<file path="src/rtl/pc_seq_ctrl_pkg.sv">
// Shared definitions for the Y86-64 multi-cycle sequencer: instruction codes,
// machine status encodings, controller state encodings and default widths.
package pc_seq_ctrl_pkg;

  localparam int DATA_WID = 64;

  // Y86-64 instruction codes
  localparam logic [3:0] I_HALT   = 4'h0;
  localparam logic [3:0] I_NOP    = 4'h1;
  localparam logic [3:0] I_RRMOV  = 4'h2;  // also CMOVXX
  localparam logic [3:0] I_IRMOV  = 4'h3;
  localparam logic [3:0] I_RMMOV  = 4'h4;
  localparam logic [3:0] I_MRMOV  = 4'h5;
  localparam logic [3:0] I_OP     = 4'h6;
  localparam logic [3:0] I_JXX    = 4'h7;
  localparam logic [3:0] I_CALL   = 4'h8;
  localparam logic [3:0] I_RET    = 4'h9;
  localparam logic [3:0] I_PUSH   = 4'hA;
  localparam logic [3:0] I_POP    = 4'hB;

  typedef enum logic [1:0] {
    STAT_AOK = 2'd0,
    STAT_HLT = 2'd1,
    STAT_ADR = 2'd2,
    STAT_INS = 2'd3
  } stat_e;

  typedef enum logic [2:0] {
    ST_FETCH     = 3'd0,
    ST_DECODE    = 3'd1,
    ST_EXECUTE   = 3'd2,
    ST_MEMORY    = 3'd3,
    ST_WRITEBACK = 3'd4,
    ST_PCUPDATE  = 3'd5,
    ST_STOP      = 3'd6
  } state_e;

  // Instructions that need a data memory access after EXECUTE
  function automatic logic is_mem_class(input logic [3:0] ic);
    return (ic == I_RMMOV) || (ic == I_MRMOV) || (ic == I_CALL) ||
           (ic == I_RET)   || (ic == I_PUSH)  || (ic == I_POP);
  endfunction

endpackage

</file>
<file path="src/rtl/pc_seq_ctrl_pc_next_calc.sv">
// Combinational next-PC selection: CALL and taken JXX go to valC, RET goes to
// valM, everything else advances by the instruction length (modulo 2^DATA_WID).
module pc_next_calc
  import pc_seq_ctrl_pkg::*;
#(
  parameter int DATA_WID = 64
) (
  input  logic [DATA_WID-1:0] pc,
  input  logic [3:0]          icode,
  input  logic                cnd,
  input  logic [DATA_WID-1:0] valc,
  input  logic [DATA_WID-1:0] valm,
  output logic [DATA_WID-1:0] next_pc
);

  logic [3:0] len;

  // Instruction length table and target selection
  always_comb begin
    len = 4'd1;
    case (icode)
      I_NOP, I_RET:                      len = 4'd1;
      I_RRMOV, I_OP, I_PUSH, I_POP:      len = 4'd2;
      I_JXX, I_CALL:                     len = 4'd9;
      I_IRMOV, I_RMMOV, I_MRMOV:         len = 4'd10;
      default:                           len = 4'd1;
    endcase

    next_pc = pc + {{(DATA_WID-4){1'b0}}, len};
    if (icode == I_CALL) begin
      next_pc = valc;
    end else if ((icode == I_JXX) && cnd) begin
      next_pc = valc;
    end else if (icode == I_RET) begin
      next_pc = valm;
    end
  end

endmodule

</file>
<file path="src/rtl/pc_seq_ctrl.sv">
// Multi-cycle Y86-64 sequencer. Owns the PC, walks each instruction through
// FETCH/DECODE/EXECUTE/MEMORY/WRITEBACK/PCUPDATE and reports machine status.
// Optional single-step gating of FETCH is enabled with macro PC_SEQ_STEP_EN.
//
// Handshake: a request (imem_req/dmem_req) is registered; it rises in the first
// cycle of FETCH/MEMORY and stays high through the cycle in which the matching
// ack is seen. An ack is only accepted while its request is high and never in a
// cycle where rst is high.
module pc_seq_ctrl #(
  parameter int                  DATA_WID = pc_seq_ctrl_pkg::DATA_WID,
  parameter logic [DATA_WID-1:0] RESET_PC = '0
) (
  input  logic                clk,
  input  logic                rst,
`ifdef PC_SEQ_STEP_EN
  input  logic                step,
`endif
  output logic                imem_req,
  input  logic                imem_ack,
  input  logic                imem_err,
  input  logic [3:0]          icode,
  input  logic [DATA_WID-1:0] valC,
  input  logic                cnd,
  output logic                dmem_req,
  input  logic                dmem_ack,
  input  logic                dmem_err,
  input  logic [DATA_WID-1:0] valM,
  output logic                dec_en,
  output logic                exe_en,
  output logic                wb_en,
  output logic [DATA_WID-1:0] pc,
  output logic [1:0]          stat
);

  import pc_seq_ctrl_pkg::*;

  state_e              state_q, state_d;
  stat_e               stat_q, stat_d;
  logic [DATA_WID-1:0] pc_q, pc_d;
  logic [3:0]          icode_q, icode_d;
  logic [DATA_WID-1:0] valc_q, valc_d;
  logic [DATA_WID-1:0] valm_q, valm_d;
  logic                cnd_q, cnd_d;
  logic                imem_req_q, imem_req_d;
  logic                dmem_req_q, dmem_req_d;
  logic                fetch_ok;
  logic [DATA_WID-1:0] next_pc;

  pc_next_calc #(
    .DATA_WID (DATA_WID)
  ) u_pc_next_calc (
    .pc      (pc_q),
    .icode   (icode_q),
    .cnd     (cnd_q),
    .valc    (valc_q),
    .valm    (valm_q),
    .next_pc (next_pc)
  );

`ifdef PC_SEQ_STEP_EN
  // Once a fetch request is up it stays up until acked; a new one needs step
  assign fetch_ok = imem_req_q || step;
`else
  assign fetch_ok = 1'b1;
`endif

  // Next-state, datapath latches, stage enables and registered request inputs
  always_comb begin
    state_d    = state_q;
    stat_d     = stat_q;
    pc_d       = pc_q;
    icode_d    = icode_q;
    valc_d     = valc_q;
    valm_d     = valm_q;
    cnd_d      = cnd_q;
    dec_en     = 1'b0;
    exe_en     = 1'b0;
    wb_en      = 1'b0;

    case (state_q)
      ST_FETCH: begin
        if (imem_req_q && imem_ack) begin
          icode_d = icode;
          valc_d  = valC;
          if (imem_err) begin
            stat_d  = STAT_ADR;
            state_d = ST_STOP;
          end else if (icode > I_POP) begin
            stat_d  = STAT_INS;
            state_d = ST_STOP;
          end else if (icode == I_HALT) begin
            stat_d  = STAT_HLT;
            state_d = ST_STOP;
          end else begin
            state_d = ST_DECODE;
          end
        end
      end
      ST_DECODE: begin
        dec_en  = 1'b1;
        state_d = ST_EXECUTE;
      end
      ST_EXECUTE: begin
        exe_en  = 1'b1;
        cnd_d   = cnd;
        state_d = is_mem_class(icode_q) ? ST_MEMORY : ST_WRITEBACK;
      end
      ST_MEMORY: begin
        if (dmem_req_q && dmem_ack) begin
          valm_d = valM;
          if (dmem_err) begin
            stat_d  = STAT_ADR;
            state_d = ST_STOP;
          end else begin
            state_d = ST_WRITEBACK;
          end
        end
      end
      ST_WRITEBACK: begin
        wb_en   = 1'b1;
        state_d = ST_PCUPDATE;
      end
      ST_PCUPDATE: begin
        pc_d    = next_pc;
        state_d = ST_FETCH;
      end
      ST_STOP: begin
        state_d = ST_STOP;
      end
      default: begin
        state_d = ST_FETCH;
      end
    endcase

    // Requests are registered off the next state so they appear on state entry
    imem_req_d = (state_d == ST_FETCH) && fetch_ok;
    dmem_req_d = (state_d == ST_MEMORY);
  end

  // State and datapath registers with synchronous reset
  always_ff @(posedge clk) begin
    if (rst) begin
      state_q    <= ST_FETCH;
      stat_q     <= STAT_AOK;
      pc_q       <= RESET_PC;
      icode_q    <= I_NOP;
      valc_q     <= '0;
      valm_q     <= '0;
      cnd_q      <= 1'b0;
      imem_req_q <= 1'b0;
      dmem_req_q <= 1'b0;
    end else begin
      state_q    <= state_d;
      stat_q     <= stat_d;
      pc_q       <= pc_d;
      icode_q    <= icode_d;
      valc_q     <= valc_d;
      valm_q     <= valm_d;
      cnd_q      <= cnd_d;
      imem_req_q <= imem_req_d;
      dmem_req_q <= dmem_req_d;
    end
  end

  assign imem_req = imem_req_q;
  assign dmem_req = dmem_req_q;
  assign pc       = pc_q;
  assign stat     = stat_q;

endmodule

</file>
<file path="config.mk">
export PLATFORM = sky130hd
export DESIGN_NAME = pc_seq_ctrl
export DESIGN_NICKNAME = d
export VERILOG_FILES = /design/src/rtl/pc_seq_ctrl_pkg.sv /design/src/rtl/pc_seq_ctrl_pc_next_calc.sv /design/src/rtl/pc_seq_ctrl.sv
export SDC_FILE = /design/constraint.sdc
export NUM_CORES = 1
export LEC_CHECK = 0
export ABC_AREA = 1
export CAP_MARGIN = 20
export CORE_MARGIN = 4
export CORE_UTILIZATION = 57
export DETAILED_ROUTE_END_ITERATION = 6
export PLACE_DENSITY = 0.86
export SYNTH_ARGS = -nofsm -noshare
export SYNTH_HDL_FRONTEND = slang
export SYNTH_HIERARCHICAL = 1
export SYNTH_SLANG_ARGS = --single-unit
</file>
<file path="constraint.sdc">
create_clock -name clk -period 7.7 [get_ports clk]
set_clock_uncertainty 0.1 [all_clocks]
set_input_delay 0.77 -clock clk [delete_from_list [all_inputs] [get_ports clk]]
set_output_delay 0.77 -clock clk [all_outputs]
set_load 0.1 [all_outputs]
</file>
Word-level counts from Yosys, hierarchy flattened
Memory sizes are Yosys's and may differ from the RTL's. A register that Yosys moved wholly into a read port is not among the register bits.
Index checks and enable logic that the tools add are counted.
Operators by class
  div/mod/pow operators: 0
  magnitude comparators: 1
  shift operators: 0
  muxes and demuxes: 23
  reduce and logical (&&, ||, !) cells: 15
  bitwise gates (word level): 0
  add/sub/neg operators: 1
  multipliers: 0
  equality and inequality tests: 18
Operator list (count)
  two-way mux 64 bit: 3
  adder 64 x 4 -> 64 bit: 1
  two-way mux 3 bit: 6
  one-hot mux 3 bit (6 select lines): 1
  equality test 4 bit, second input constant: 4
  two-way mux 2 bit: 7
  equality test 4 x 3 -> 1 bit, second input constant: 3
  equality test 3 x 2 -> 1 bit, second input constant: 3
  equality test 3 bit, second input constant: 3
  two-way mux 4 bit: 2
  logical NOT 3 bit: 2
  inequality test 2 bit, second input constant: 3
  logical OR 1 bit: 5
  AND reduction 5 bit: 1
  > comparator 4 bit, second input constant: 1
  logical NOT 4 bit: 1
  inequality test 4 bit, second input constant: 1
  one-hot mux 2 bit (2 select lines): 1
  AND reduction 2 bit: 2
  equality test 3 x 1 -> 1 bit, second input constant: 1
  logical AND 1 bit: 3
  two-way mux 1 bit: 3
  nonzero test 2 bit: 1
Word-level totals
  output and inout port bits: 71
  input port bits: 139
  bits in read-only memories: 48
  memories: 1
  bits in registers: 204
  bits in latches: 0
  word-level logic and storage cells: 68
  memory bits (writable): 0
Memory list
  (no name shown): depth 16, bits a word 3, read ports 1, clocked after memory_dff 1, wr ports 0, line pc_seq_ctrl_pc_next_calc.sv:21  | case (icode)

Depth between registers and ports, before layout
Gate-level depths: netlist (run 1).
  depth in word-level cells: 9
  depth in mapped cells: 22
  mapped depth without buffers: 22

Hierarchy
The synthesis (run 1) kept the hierarchy.
Modules (own cells, without submodules)
  pc_seq_ctrl: cells an instance 933, times used 1, area each 7211.9 sq um, seq. area each 4083.9 sq um
  pc_next_calc: cells an instance 881, times used 1, area each 3905.0 sq um, seq. area each 0.0 sq um

Worst setup path after synthesis (run 1)
No wires, ideal clock.
  path kind: register to output
  start point: register state_q[2]
  end point: output port wb_en
  data required time: 6830 ps
  stages on the path, launching flop included: 3
  path buffers: 0
  arrival time: 2563 ps
  setup slack: 4267 ps
  cell sequence: dfxtp_1 > inv_1 > nor3_1
On the way
  word-level cells in the longest chain between the ends: 2
Ends and longest elaborated chain
  start: declaration: line pc_seq_ctrl.sv:37  | state_e state_q, state_d;
  start signal: assignment: line pc_seq_ctrl.sv:153  | state_q <= state_d;
  equality test 3 bit: line pc_seq_ctrl.sv:80  | case (state_q)
  two-way mux 1 bit: line pc_seq_ctrl.sv:80
  end: declaration: line pc_seq_ctrl.sv:30  | output logic wb_en,
Every way passes these cells.

Worst setup path after layout (run 1)
  start point: register state_q[1]
  end point: output port exe_en
On the way
  word-level cells in the longest chain between the ends: 2
Ends and longest elaborated chain
  equality test 3 x 2 -> 1 bit: line pc_seq_ctrl.sv:80
  two-way mux 1 bit: line pc_seq_ctrl.sv:80
  end: declaration: line pc_seq_ctrl.sv:29  | output logic exe_en,
Every way passes these cells.

==> results of run 1 <==
[critical path: stages (launching register included)]
cell and delay [ns]:
dfxtp_1 0.49, inv_1 0.12, nor2_1 0.27, nand2_1 0.14, inv_1 0.11, clkdlybuf4s50_1 1.14
[through the flow]
step	cells	hold WS (ns)	util, %	instance area, sq um
5_1_grt	2248	0.3782	73.88	14000
3_3_place_gp	2205	0.3536	69.37	13150
6_report	2248	0.3641	73.88	14000
2_1_floorplan	1814	0.3441	-	11120
4_1_cts	2244	0.3665	73.38	13910
3_5_place_dp	2206	0.3577	69.48	13170
[synth_stat cells, types with 3 or more instances]
cell type  instances
and2_1             3
clkbuf_1          50
xnor2_1           10
o21ai_0          165
ha_1               3
buf_2             20
dfxtp_1          204
nand4_1           28
nor2_1           471
buf_6             13
nand3_2            6
nor2_4             4
nor2_2            16
nand3_1           68
xor2_1             8
nand2_1          491
inv_2              4
nand2_2           11
inv_1             97
buf_4              5
a21oi_1          111
o21ai_1           12
[cells by family (layout without fill, tap and decap cells)]
logic type	after synthesis	count (layout)	share of synthesized area, %
flip-flops	204	204	36.74
adder cells (fa/ha/maj)	4	4	0.5178
AO/OA/AOI/OAI	293	293	13.30
AND/OR/NAND/NOR	1105	1105	40.34
buffers and inverters	190	364	7.687
XOR/XNOR	18	18	1.418
[registers in the layout, summed over array words and instances, names as in the netlist]
register / cells
valm_q: 64
state_q: 3
cnd_q: 1
valc_q: 64
imem_req: 1
icode_q: 4
stat: 2
pc: 64
dmem_req: 1
[power by group through the flow]
| stage | Combinational (mW) | Clock, mW | Sequential (mW) |
|---|---|---|---|
| after floorplan | 0.483 | 0 | 1.38 |
| after global placement | 0.851 | 0 | 1.23 |
| after detailed placement | 0.876 | 0 | 1.24 |
| after CTS | 0.889 | 1.09 | 1.22 |
| after global routing | 0.981 | 1.13 | 1.23 |
| final | 0.906 | 1.09 | 1.22 |
[worst max-delay path by stage]
stage	start	to	slack (ns)	depth (start not counted)
2_1_floorplan	state_q[2]	wb_en	4.27	2
3_3_place_gp	dmem_ack	valm_q[37]	4.17	7
3_5_place_dp	dmem_ack	valm_q[16]	4.03	7
4_1_cts	state_q[1]	exe_en	4.15	5
5_1_grt	state_q[1]	exe_en	3.95	5
6_report	state_q[1]	exe_en	4.06	5
[layout make-up]
type	instances	area, sq um
tap	260	325.3
multi-input combinational	1420	6196
clock buffer	32	659.4
inverter	102	382.9
sequential	204	4084
fill	1491	4951
clock inverter	6	80.08
timing repair buffer	224	2277
[layer usage]
metal | vias to the layer above | GRT usage, % | share of wire (%)
met5 | - | 0 | 0
met4 | 0 | 10.62 | 3.0
met3 | 101 | 4.292 | 8.9
met2 | 744 | 59.28 | 48
met1 | 5890 | 45.76 | 41
li1 | 6062 | - | -
==> metrics.md, run 1 <==
| Metric | Value |
|---|---|
| Largest net degree at the start of global routing | 137 |
| Ys flop type | dfxtp_1 |
| Hold buffers post-CTS | 0 |
| Drt total wl | 39,930 um |
| Sequential share of power | 38.0% |
| Initial antenna violation count | 0 |
| Worst-case clock buffer depth | 3 |
| Pwr dens | 229.4 mW/mm^2 |
| FF-to-FF Start | icode_q[1] |
| Synth-to-Final Area Change | 25.98% |
| Ant. Diodes | 0 |
| Register-to-register setup slack | 4.50 ns |
| Pre-CTS setup slack | 4.027 ns |
| CTS tree | done |
| Num CTS Buffers | 22 |
| Hpwl dp | 27,290 um |
| Worst rel slew slack | 31.22% |
| Final hold viol count | 0 |
| Unrepaired setup endpoints after global routing | false |
| Hold path depth | 2 |
| Maxcap violations | 0 |
| Cell-internal power | 2.071 mW |
| Die height | 147.7 um |
| Status | complete, no violations |
| Post-CTS sizing | 0 |
| YS warnings | 6 |
| CP Data Arrival Time | 2.77 ns |
| Via count | 12.80k |
| Max Clk Rate | 0.2747 GHz |
| Final min period | 3.640 ns |
| Mean cell area of the mapped netlist | 6.128 sq um |
| Post-synth EDFFs | 0 |
| Die W | 147.7 um |
| Seq/Total Area, Yosys | 36.74% |
| Clock slew at reported path FFs | 0.06 ns |
| Sink Count | 204 |
| Initial DRC count | 1,407 |
| H-tree levels | 1 |
| Root buffer cell | clkbuf_16 |
| Vias in the first global route | 12.07k |
| CP endpoint kind | output pin |
| #FFs+latches synth | 204 |
| Post-synth top area cell | dfxtp_1 |
| Yosys cell types | 34 |
| Floorplan Core Area | 0.01896 sq mm |
| Reg-to-Reg End | pc[48] |
| Hold Crit Class | reg -> reg |
| R2r worst-path depth | 19 |
| WHS Endpoint | valc_q[52] |
| Slew of the pin with the lowest slew margin | 1.028 ns |
| Tot GR Track Use | 34.61% |
| Combinational power share | 28.2% |
| Die area | 0.02180 sq mm |
| Final setup vio count | 0 |
| TritonRoute pass-1 iters | 5 |
| DRC violations left | 0 |
| Most frequent cells in the layout | nand2_1 (489), nor2_1 (470), clkdlybuf4s50_1 (208) |
| # IOs | 210 |
| Sw Ratio | 35.54% |
| Port bufs | 209 |
| Post-CTS setup buffer count | 0 |
| Mapped cell area | 0.01112 sq mm |
| PnR worst setup slack | 4.060 ns |
| Crit Path Class | reg -> out |
| Critical path peak fanout | 6 |
| Share of layout cells above drive strength 1 | 4.930% |
| Post-Syn Instances | 1,814 |
| Final ANT Viol Nets | 0 |
| GPL Wtd Cong | 1.018 |
| Final period util | 47.28% |
| Initial Util | 58.65% |
| Avg Vias per Cell | 5.693 |
| Post-DR wirelength/cell | 17.76 um |
| Hold wc startpoint | valc_q[52] |
| Synth area leaders | dfxtp_1 (37%), nand2_1 (17%), nor2_1 (16%) |
| Design Power | 3.213 mW |
| Clock share of power | 33.9% |
| Grt ovf | 0 |
| Switching pwr | 1.142 mW |
| Final setup TNS | 0 ns |
| CP Launch Type | flip-flop |
| Rows | 50 |
| Leakage | 5.654 nW |
| Worst skew pair latency | 0.51 ns |
| Global-route wire length before repair | 62,110 um |
| Required time worst endpoint | 6.83 ns |
| Synth async-reset ratio | 0% |
| Most common library cell in the layout ignoring fill and taps | nand2_1 |
| Slew Viols, Final | 0 |
| Yosys top cell area share | 36.74% |
| Post-Syn Nets | 1,957 |
| Final nets | 2,117 |
| VDD IR max | 0.2359 mV |
Power figures use the tool's default switching activity.
==> inputs of run 2 (changes only) <==
--- a/config.mk
+++ b/config.mk
@@ -8,9 +8,9 @@
 export ABC_AREA = 1
 export CAP_MARGIN = 20
 export CORE_MARGIN = 4
-export CORE_UTILIZATION = 57
+export CORE_UTILIZATION = 53
 export DETAILED_ROUTE_END_ITERATION = 6
-export PLACE_DENSITY = 0.86
+export PLACE_DENSITY = 0.81
 export SYNTH_ARGS = -nofsm -noshare
 export SYNTH_HDL_FRONTEND = slang
 export SYNTH_HIERARCHICAL = 1
==> constraint.sdc (replaced) <==
create_clock -name clk -period 3.6 [get_ports clk]
set_clock_uncertainty 0.1 [all_clocks]
set_input_delay 0.36 -clock clk [delete_from_list [all_inputs] [get_ports clk]]
set_output_delay 0.36 -clock clk [all_outputs]
set_load 0.1 [all_outputs]
==> run 2 against run 1 <==
Compared with the run above: sequential cell count stayed put; final area increased by 0.53%; highest routed layer unchanged; sequential power up 110%.
==> metrics.md, run 2 (synthesized netlist as in run 1, its figures left out) <==
| Metric | Value |
|---|---|
| Status | complete, no violations (unchanged) |
| Critical path peak fanout | 9 (was 6) |
| Combinational power share | 28.2% (about the same) |
| Hpwl dp | 28,830 um (was 27,290 um) |
| Unrepaired setup endpoints after global routing | false (unchanged) |
| # IOs | 210 (unchanged) |
| Final setup vio count | 0 (unchanged) |
| Post-DR wirelength/cell | 17.62 um (was 17.76 um) |
| DP Cell Count | 2,224 (was 2,206) |
| Sw Ratio | 35.17% (was 35.54%) |
| Num CTS Buffers | 22 (unchanged) |
| Sequential share of power | 37.2% (was 38.0%) |
| Largest net degree at the start of global routing | 69 (was 137) |
| Maxcap violations | 0 (unchanged) |
| Required time worst endpoint | 3.90 ns (was 6.83 ns) |
| CP Data Arrival Time | 3.28 ns (was 2.77 ns) |
| Final ANT Viol Nets | 0 (unchanged) |
| Final hold viol count | 0 (unchanged) |
| Avg Vias per Cell | 5.505 (was 5.693) |
| Dpl cell area | 0.01329 sq mm (was 0.01317 sq mm) |
| Crit Path Class | reg -> reg (was reg -> out) |
| Final Core Density | 68.91% (was 73.88%) |
| Synth-to-Final Area Change | 26.64% (was 25.98%) |
| Die W | 152.8 um (was 147.7 um) |
| Slew Viols, Final | 0 (unchanged) |
| Clock slew at reported path FFs | 0.06 ns (about the same) |
| Register-to-register setup slack | 0.62 ns (was 4.50 ns) |
| Final cell count without fillers | 2,264 (was 2,248) |
| CTS tree | done (unchanged) |
| Worst rel slew slack | 31.99% (was 31.22%) |
| Root buffer cell | clkbuf_16 (unchanged) |
| Sink Count | 204 (unchanged) |
| Leakage | 5.690 nW (was 5.654 nW) |
| Floorplan Core Area | 0.02043 sq mm (was 0.01896 sq mm) |
| DRC violations left | 0 (unchanged) |
| Ant. Diodes | 0 (unchanged) |
| CP endpoint kind | flip-flop (was output pin) |
| Slew of the pin with the lowest slew margin | 1.017 ns (was 1.028 ns) |
| Fillers | 1,752 (was 1,491) |
| Switching pwr | 2.464 mW (was 1.142 mW) |
| Post-CTS setup buffer count | 0 (unchanged) |
| Tot GR Track Use | 32.29% (was 34.61%) |
| Hold Crit Class | in -> reg (was reg -> reg) |
| Worst-case clock buffer depth | 3 (unchanged) |
| Hold buffers post-CTS | 0 (unchanged) |
| Vias in the first global route | 11.56k (was 12.07k) |
| Die height | 152.8 um (was 147.7 um) |
| TritonRoute pass-1 iters | 6 (was 5) |
| Post-CTS sizing | 0 (unchanged) |
| Pwr dens | 497.7 mW/mm^2 (was 229.4 mW/mm^2) |
| Final period util | 82.81% |
| Most frequent cells in the layout | nand2_1 (489), nor2_1 (470), clkdlybuf4s50_1 (206) (was nand2_1 (489), nor2_1 (470), clkdlybuf4s50_1 (208)) |
| H-tree levels | 1 (unchanged) |
| Global-route wire length before repair | 61,810 um (was 62,110 um) |
| Initial DRC count | 1,070 (was 1,407) |
| Hold path depth | 3 (was 2) |
| R2r worst-path depth | 19 (unchanged) |
| Final nets | 2,121 (was 2,117) |
| Max Clk Rate | 0.3354 GHz |
| Most common library cell in the layout ignoring fill and taps | nand2_1 (unchanged) |
| GPL Wtd Cong | 1.031 (was 1.018) |
| Clock share of power | 34.6% (was 33.9%) |
| Pre-CTS setup slack | 0.6817 ns (was 4.027 ns) |
| CP Launch Type | flip-flop (unchanged) |
| Final setup TNS | 0 ns (unchanged) |
| Cell-internal power | 4.543 mW (was 2.071 mW) |
| Final min period | 2.981 ns |
| Rows | 52 (was 50) |
| Initial antenna violation count | 0 (unchanged) |
| Final Cell Area | 0.01408 sq mm (was 0.01400 sq mm) |
| VDD IR max | 0.5892 mV (was 0.2359 mV) |
| Port bufs | 209 (unchanged) |
| PnR worst setup slack | 0.6189 ns (was 4.060 ns) |
| Share of layout cells above drive strength 1 | 5.416% (was 4.930%) |
| Drt total wl | 39,890 um (was 39,930 um) |
| Die area | 0.02336 sq mm (was 0.02180 sq mm) |
| Worst skew pair latency | 0.52 ns (was 0.51 ns) |
| Initial Util | 54.42% (was 58.65%) |
| Grt ovf | 0 (unchanged) |
| Via count | 12.46k (was 12.80k) |
-- run 2: cell count changes in the layout (fill, tap and decap cells not counted), sizes merged --
cell           previous run  this run
clkbuf                   32        34
buf                      16        22
clkdlybuf4s50           208       206
-- run 2: power groups by stage --
stage          Clock (mW)  Combinational [mW]  Sequential (mW)
5_1_grt              2.54                2.13             2.62
2_1_floorplan           0                1.03             2.95
6_report             2.43                1.97             2.60
3_3_place_gp            0                1.91             2.64
4_1_cts              2.45                1.96             2.60
3_5_place_dp            0                1.94             2.64
-- run 2: final cells by class --
cell class              instances  area (sq um)  area share (%)
clock buffers                  34         706.9           5.021
clock inverters                 6         83.83          0.5954
inverters                     102         382.9           2.720
multi-input cells            1420          6196           44.01
flip-flops and latches        204          4084           29.01
well taps                     270         337.8           2.400
repair buffers                228          2287           16.25
-- run 2: final timing paths --
path | from | endpoint
worst max-delay path | icode_q[1] | pc[30]
worst min-delay path | valC[15] | valc_q[15]
worst max register to register | icode_q[1] | pc[30]
worst min register to register | valc_q[26] | valc_q[26]
-- run 2: metrics by stage --
stage / total power [mW] / hold WS [ns]
after global routing: 7.296 / 0.2952
after CTS: 7.007 / 0.2830
after floorplan: 3.978 / 0.3441
final: 7.007 / 0.2971
after detailed placement: 4.581 / 0.3585
after global placement: 4.550 / 0.3528
-- run 2: metal layers --
layer / share of wire [%] / track usage [%]
met3: 8.8 / 6.474
met4: 3.0 / 10.39
met2: 47 / 53.09
met5: 0 / 0
met1: 42 / 42.88
-- run 2: worst max-delay path, stage by stage, from the launching register on --
cell,delay [ns]
dfxtp_1,0.44
nand2_1,0.11
inv_1,0.08
o22ai_1,0.11
inv_1,0.08
ha_1,0.19
inv_1,0.06
fa_1,0.40
inv_1,0.11
nand3_2,0.09
nand2_4,0.15
nand2_2,0.11
nor2_4,0.16
nand2_2,0.13
xor2_1,0.17
nand2_1,0.11
nand2_1,0.07
nand2_1,0.05
nor2_1,0.09
nor2_1,0.05
